--- config.mk ---
export PLATFORM = sky130hd
export DESIGN_NAME = pixel_ram_arbiter
export DESIGN_NICKNAME = d
export VERILOG_FILES = /design/src/rtl/pixel_ram_pkg.sv /design/src/rtl/pixel_ram_arbiter_wbuf.sv /design/src/rtl/pixel_ram_arbiter.sv
export SDC_FILE = /design/constraint.sdc
export NUM_CORES = 1
export LEC_CHECK = 0
export ABC_AREA = 1
export CORE_MARGIN = 10
export CORE_UTILIZATION = 45
export CTS_BUF_LIST = sky130_fd_sc_hd__clkbuf_8
export CTS_CLUSTER_DIAMETER = 100
export DETAILED_ROUTE_END_ITERATION = 7
export PLACE_DENSITY = 0.72
export RECOVER_POWER = 50
export SKIP_LAST_GASP = 1
export SLEW_MARGIN = 25
export SYNTH_ARGS = -nofsm -noshare
export SYNTH_HDL_FRONTEND = slang
export SYNTH_SLANG_ARGS = --single-unit
export TNS_END_PERCENT = 100
--- constraint.sdc ---
create_clock -name clk -period 4.01 [get_ports clk]
set_input_delay 0.6015 -clock clk [delete_from_list [all_inputs] [get_ports clk]]
set_output_delay 0.6015 -clock clk [all_outputs]
set_load 0.005 [all_outputs]
--- src/rtl/pixel_ram_pkg.sv ---
// Shared pixel RAM types and constants used by the arbiter and the packet parser.
// Pure definitions: no latency or flow control lives here.
package pixel_ram_pkg;

    localparam int ADDR_W_DEF = 16;
    localparam int DATA_W_DEF = 24;

    typedef struct packed {
        logic [7:0] r;
        logic [7:0] g;
        logic [7:0] b;
    } pixel_t;

    // First byte of every pixel packet; the parser matches on the same value.
    localparam logic [7:0] PKT_HDR = 8'hF1;

endpackage

--- src/rtl/pixel_ram_arbiter_wbuf.sv ---
// Synchronous write-buffer FIFO; a pushed word is poppable one cycle later (no bypass).
// Pushes are ignored when full and pops when empty, even if the other side moves in the same cycle.
module wbuf_fifo
    import pixel_ram_pkg::*;
#(
    parameter int DEPTH = 4,
    parameter int WIDTH = ADDR_W_DEF + DATA_W_DEF
) (
    input  logic                         clk,
    input  logic                         rst_n,
    input  logic                         push,
    input  logic [WIDTH-1:0]             push_data,
    input  logic                         pop,
    output logic [WIDTH-1:0]             pop_data,
    output logic                         full,
    output logic                         empty,
    output logic [$clog2(DEPTH+1)-1:0]   level
);

    localparam int PTR_W = $clog2(DEPTH);
    localparam int LVL_W = $clog2(DEPTH + 1);

    logic [WIDTH-1:0] mem [DEPTH];
    logic [PTR_W-1:0] wr_ptr;
    logic [PTR_W-1:0] rd_ptr;
    logic             do_push;
    logic             do_pop;

    assign full     = (level == LVL_W'(DEPTH));
    assign empty    = (level == '0);
    assign do_push  = push & ~full;
    assign do_pop   = pop & ~empty;
    assign pop_data = mem[rd_ptr];

    // Depth is a power of two, so pointers wrap naturally.
    always_ff @(posedge clk or negedge rst_n) begin
        if (!rst_n) begin
            wr_ptr <= '0;
            rd_ptr <= '0;
            level  <= '0;
        end else begin
            if (do_push) wr_ptr <= wr_ptr + PTR_W'(1);
            if (do_pop)  rd_ptr <= rd_ptr + PTR_W'(1);
            case ({do_push, do_pop})
                2'b10:   level <= level + LVL_W'(1);
                2'b01:   level <= level - LVL_W'(1);
                default: level <= level;
            endcase
        end
    end

    always_ff @(posedge clk) begin
        if (do_push) mem[wr_ptr] <= push_data;
    end

endmodule

--- src/rtl/pixel_ram_arbiter.sv ---
// Single-port pixel RAM arbiter: reads have priority, buffered writes forced after WR_STARVE_MAX reads.
// RAM strobes are registered (grant -> access next cycle); read data returns 2 cycles after handshake.
module pixel_ram_arbiter
    import pixel_ram_pkg::*;
#(
    parameter int ADDR_W        = ADDR_W_DEF,
    parameter int DATA_W        = DATA_W_DEF,
    parameter int WBUF_DEPTH    = 4,
    parameter int WR_STARVE_MAX = 8
) (
    input  logic                              clk,
    input  logic                              rst_n,
    input  logic                              wr_valid,
    output logic                              wr_ready,
    input  logic [ADDR_W-1:0]                 wr_addr,
    input  logic [DATA_W-1:0]                 wr_data,
    input  logic                              rd_valid,
    output logic                              rd_ready,
    input  logic [ADDR_W-1:0]                 rd_addr,
    output logic                              rd_data_valid,
    output logic [DATA_W-1:0]                 rd_data,
    output logic                              ram_en,
    output logic                              ram_we,
    output logic [ADDR_W-1:0]                 ram_addr,
    output logic [DATA_W-1:0]                 ram_wdata,
    input  logic [DATA_W-1:0]                 ram_rdata,
    output logic [$clog2(WBUF_DEPTH+1)-1:0]   wbuf_level
);

    localparam int              SC_W       = $clog2(WR_STARVE_MAX + 1);
    localparam logic [SC_W-1:0] STARVE_LIM = SC_W'(WR_STARVE_MAX);

    logic                       fifo_full;
    logic                       fifo_empty;
    logic [ADDR_W+DATA_W-1:0]   fifo_dout;
    logic [ADDR_W-1:0]          pop_addr;
    logic [DATA_W-1:0]          pop_wdata;
    logic                       rd_grant;
    logic                       wr_grant;
    logic [SC_W-1:0]            starve_cnt;

    assign wr_ready = ~fifo_full;
    assign rd_ready = rd_grant;
    assign rd_data  = ram_rdata;
    assign {pop_addr, pop_wdata} = fifo_dout;

    wbuf_fifo #(
        .DEPTH (WBUF_DEPTH),
        .WIDTH (ADDR_W + DATA_W)
    ) u_wbuf (
        .clk       (clk),
        .rst_n     (rst_n),
        .push      (wr_valid & wr_ready),
        .push_data ({wr_addr, wr_data}),
        .pop       (wr_grant),
        .pop_data  (fifo_dout),
        .full      (fifo_full),
        .empty     (fifo_empty),
        .level     (wbuf_level)
    );

    always_comb begin
        rd_grant = rd_valid & (fifo_empty | (starve_cnt < STARVE_LIM));
        wr_grant = ~rd_grant & ~fifo_empty;
    end

    // Only reads that overtake waiting writes count toward starvation.
    always_ff @(posedge clk or negedge rst_n) begin
        if (!rst_n) begin
            starve_cnt <= '0;
        end else if (wr_grant) begin
            starve_cnt <= '0;
        end else if (rd_grant && !fifo_empty && (starve_cnt < STARVE_LIM)) begin
            starve_cnt <= starve_cnt + SC_W'(1);
        end
    end

    always_ff @(posedge clk or negedge rst_n) begin
        if (!rst_n) begin
            ram_en        <= 1'b0;
            ram_we        <= 1'b0;
            ram_addr      <= '0;
            ram_wdata     <= '0;
            rd_data_valid <= 1'b0;
        end else begin
            ram_en        <= rd_grant | wr_grant;
            ram_we        <= wr_grant;
            rd_data_valid <= ram_en & ~ram_we;
            if (rd_grant) begin
                ram_addr <= rd_addr;
            end else if (wr_grant) begin
                ram_addr  <= pop_addr;
                ram_wdata <= pop_wdata;
            end
        end
    end

endmodule
==> metrics.cfg <==
[cts]
post_cts_setup_buffer_count = 0
h-tree-depth = 2
clock_latency_ns = 0.53
clock_path_buffers = 3
cts_root_buffer = clkbuf_8
cts_resized = 0
clock_buffer_count_from_cts = 35
cts_hold_bufs = 0
tritoncts = done
cts_sinks = 214
register_clock_pin_slew_on_the_reported_worst_setup_and_hold_paths_ns = 0.06

[critical_path]
worst_setup_path_end_kind = primary output
timing_worst_setup_path_type = reg2out
startpoint_type = flip-flop
critical_path_s_slowest_cell = clkdlybuf4s50_1
critical_path.max_stage_delay_ns = 0.58
timing.critical_path.required_ns = 3.41
path_cells = nor2_1 -> nand2_1 -> nand2_4 -> nand2_2 -> inv_1 -> clkdlybuf4s50_1
critical_path.n_buffers_inverters = 2
crit_arrival_ns = 2.42
cpLargestDelayFamily = buffers and inverters
path_max_fanout = 13

[sta]
number_of_slew_limit_violations_in_the_final_report = 0
clock_skew_ns = 0.0256
tightestPinTransition_ns = 1.09
final.period_utilization = 0.753
slew-limit-headroom = 0.270
grt_setup_unrepaired = no
setup_viol = 0
timing_hold_violations_final = 0
achievable-frequency_mhz = 331
setup_total_negative_slack_ns = 0
min_period_ns = 3.02

[floorplan]
num_io_pins = 156
core-area_um2 = 18800
initial_util = 0.458
die_h_um = 158
design.die.area_um2 = 25000
floorplan.die.width_um = 158
row_count = 50

[power]
switching_portion_of_total_power = 0.331
pwr_density_cell_nw_per_um2 = 714
power_leakage_nw = 4.10
clkPwrFrac = 0.256
power_switching_w = 0.00245
comb_power_share = 0.307
internal_power_summed_over_all_cells_w = 0.00495
total_power_w = 0.00740
peakVddDrop_v = 0.000403
power_frac_seq = 0.437

[place]
portBuffers = 107
place_hpwl_um = 11200
final_replace_weighted_congestion = 0.792

[synthesis]
synth.avg_cell_area_um2 = 11.6
synth.yosys.warnings = 0
synthesis.nets = 834
synth_cells = 743
synth_seq_cells = 214
synth_area_um2 = 8590
netlist-cell-type-count = 24
synth_sequential_area_ratio = 0.716

[final_layout]
fillers = 1551
final_core_util = 0.553
final_layout_size_suffix_gt1_frac = 0.0775
syn_to_final_growth_pct = 20.8
fin_nets = 928

[hold_path]
hp-class = in2async

[route]
drt_first_iter_violations = 379
drtAntennaViolNets = 0
detail_route.drc_violations = 0
drt-pass1-iter-count = 5
routed-via-count = 5512
detail_route.vias_per_cell = 5.01
wire_per_inst_um = 17.0
drt_wl_total_um = 18700

[grt]
grt_start_max_net_pins = 83
initial_antenna_violation_count = 3
grt_pass1_vias = 5557
globalRoute.totalOverflow = 0
gr_util_all_layers = 0.149
global_route_wire_length_before_repair_um = 29300

[run_status]
status = complete, no violations

[run]
cap_violations = 0

==> power groups by stage <==
stage	clock network (W)	logic, W	registers [W]
2_1_floorplan	0	0.00136	0.00325
3_5_place_dp	0	0.00235	0.00327
6_report	0.00190	0.00227	0.00323
5_1_grt	0.00204	0.00259	0.00329
3_3_place_gp	0	0.00230	0.00326
4_1_cts	0.00194	0.00236	0.00324
==> cells in the mapped netlist <==
| cell | n | share of area |
|---|---|---|
| a21oi_1 | 2 | 0.0012 |
| a21oi_4 | 1 | 0.0019 |
| buf_1 | 1 | 0.00044 |
| buf_2 | 15 | 0.0087 |
| buf_4 | 29 | 0.025 |
| buf_6 | 3 | 0.0039 |
| clkbuf_1 | 11 | 0.0048 |
| dfrtp_1 | 54 | 0.16 |
| edfxtp_1 | 160 | 0.56 |
| fa_1 | 1 | 0.0023 |
| ha_1 | 6 | 0.0087 |
| inv_1 | 20 | 0.0087 |
| inv_2 | 5 | 0.0022 |
| nand2_1 | 203 | 0.089 |
| nand2_2 | 1 | 0.00073 |
| nand2_4 | 2 | 0.0026 |
| nand3_1 | 36 | 0.021 |
| nand3b_1 | 1 | 0.00087 |
| nor2_1 | 89 | 0.039 |
| nor2_2 | 2 | 0.0015 |
| o21ai_0 | 86 | 0.050 |
| o21ai_1 | 10 | 0.0058 |
| xnor2_1 | 1 | 0.0010 |
| xor2_1 | 4 | 0.0041 |
==> cell usage in the layout (no fill, tap or decap) <==
| master | synthesis | final |
|---|---|---|
| clkbuf_8 | 0 | 41 |
| buf_4 | 29 | 9 |
| dlygate4sd3_1 | 0 | 42 |
| nand3_1 | 36 | 36 |
| dfrtp_1 | 54 | 53 |
| inv_1 | 20 | 33 |
| dfrtp_2 | 0 | 1 |
| o21ai_0 | 86 | 86 |
| clkbuf_1 | 11 | 1 |
| nand2_2 | 1 | 1 |
| nand2_4 | 2 | 1 |
| fa_1 | 1 | 1 |
| diode_2 | 0 | 2 |
| xnor2_1 | 1 | 1 |
| inv_2 | 5 | 3 |
| nor2_4 | 0 | 4 |
| nand2_1 | 203 | 204 |
| ha_1 | 6 | 6 |
| edfxtp_1 | 160 | 160 |
| nor2_1 | 89 | 87 |
| clkdlybuf4s50_1 | 0 | 64 |
| clkinvlp_4 | 0 | 2 |
| o21ai_1 | 10 | 10 |
| clkinv_2 | 0 | 2 |
| inv_6 | 0 | 1 |
| a21oi_1 | 2 | 3 |
| xor2_1 | 4 | 4 |
| bufinv_16 | 0 | 2 |
| nand3b_1 | 1 | 1 |
| clkinv_1 | 0 | 5 |
==> state kept, by name, indices dropped and copies added, names as in the netlist <==
register / flops
u_wbuf.rd_ptr: 2
ram_wdata: 24
rd_data_valid: 1
ram_we: 1
ram_en: 1
starve_cnt: 4
u_wbuf.level: 3
u_wbuf.mem: 160
u_wbuf.wr_ptr: 2
ram_addr: 16
==> worst paths after layout <==
path / slack, ns / cells past startpoint / from / endpoint
min in group clk: 0.43 / 1 / ram_we / rd_data_valid
hold reg to reg: 0.43 / 1 / ram_we / rd_data_valid
hold / removal: 0.24 / 1 / rst_n / ram_addr[6]
max in group asynchronous: 2.67 / 2 / rst_n / u_wbuf.rd_ptr[0]
setup reg to reg: 1.71 / 6 / u_wbuf.level[0] / ram_addr[13]
setup / recovery: 0.99 / 6 / u_wbuf.level[0] / rd_ready
==> metal layers <==
metal	track usage	part of all wire	routed length, µm	vias up
met1	0.186	0.44	8140	2627
met2	0.237	0.47	8720	160
met3	0.0426	0.069	1290	54
li1	-	-	-	2669
met4	0.0626	0.029	538	2
met5	0	0.00070	13	-
==> logic make-up (layout without fill, tap and decap cells) <==
group | Yosys count | count (layout) | share of synthesized area
buffers and inverters | 84 | 205 | 0.0542
AO/OA/AOI/OAI | 99 | 99 | 0.0590
adder cells (fa/ha/maj) | 7 | 7 | 0.0111
other | 0 | 2 | 0
AND/OR/NAND/NOR | 334 | 334 | 0.154
XOR/XNOR | 5 | 5 | 0.00510
flip-flops | 214 | 214 | 0.716
==> cell type report <==
type | instances | area [µm²] | share of cell area
diodes | 2 | 5.00 | 0.000482
clock inverters | 23 | 154 | 0.0148
well taps | 234 | 293 | 0.0282
flip-flops and latches | 214 | 6160 | 0.593
multi-input cells | 445 | 1980 | 0.191
clock buffers | 41 | 564 | 0.0544
inverters | 25 | 93.8 | 0.00904
repair buffers | 116 | 1130 | 0.109
==> through the flow <==
stage                     area, µm²  instances  hold WS, ns  worst slack [ns]
after floorplan                8590        743        0.306              1.11
after global placement         9680       1034        0.428              1.16
after detailed placement       9680       1034        0.427              1.15
after CTS                     10400       1098       0.0174              1.15
after global routing          10400       1098        0.330             0.699
final                         10400       1100        0.242             0.992
No activity file was read; power rests on OpenSTA's default activity.
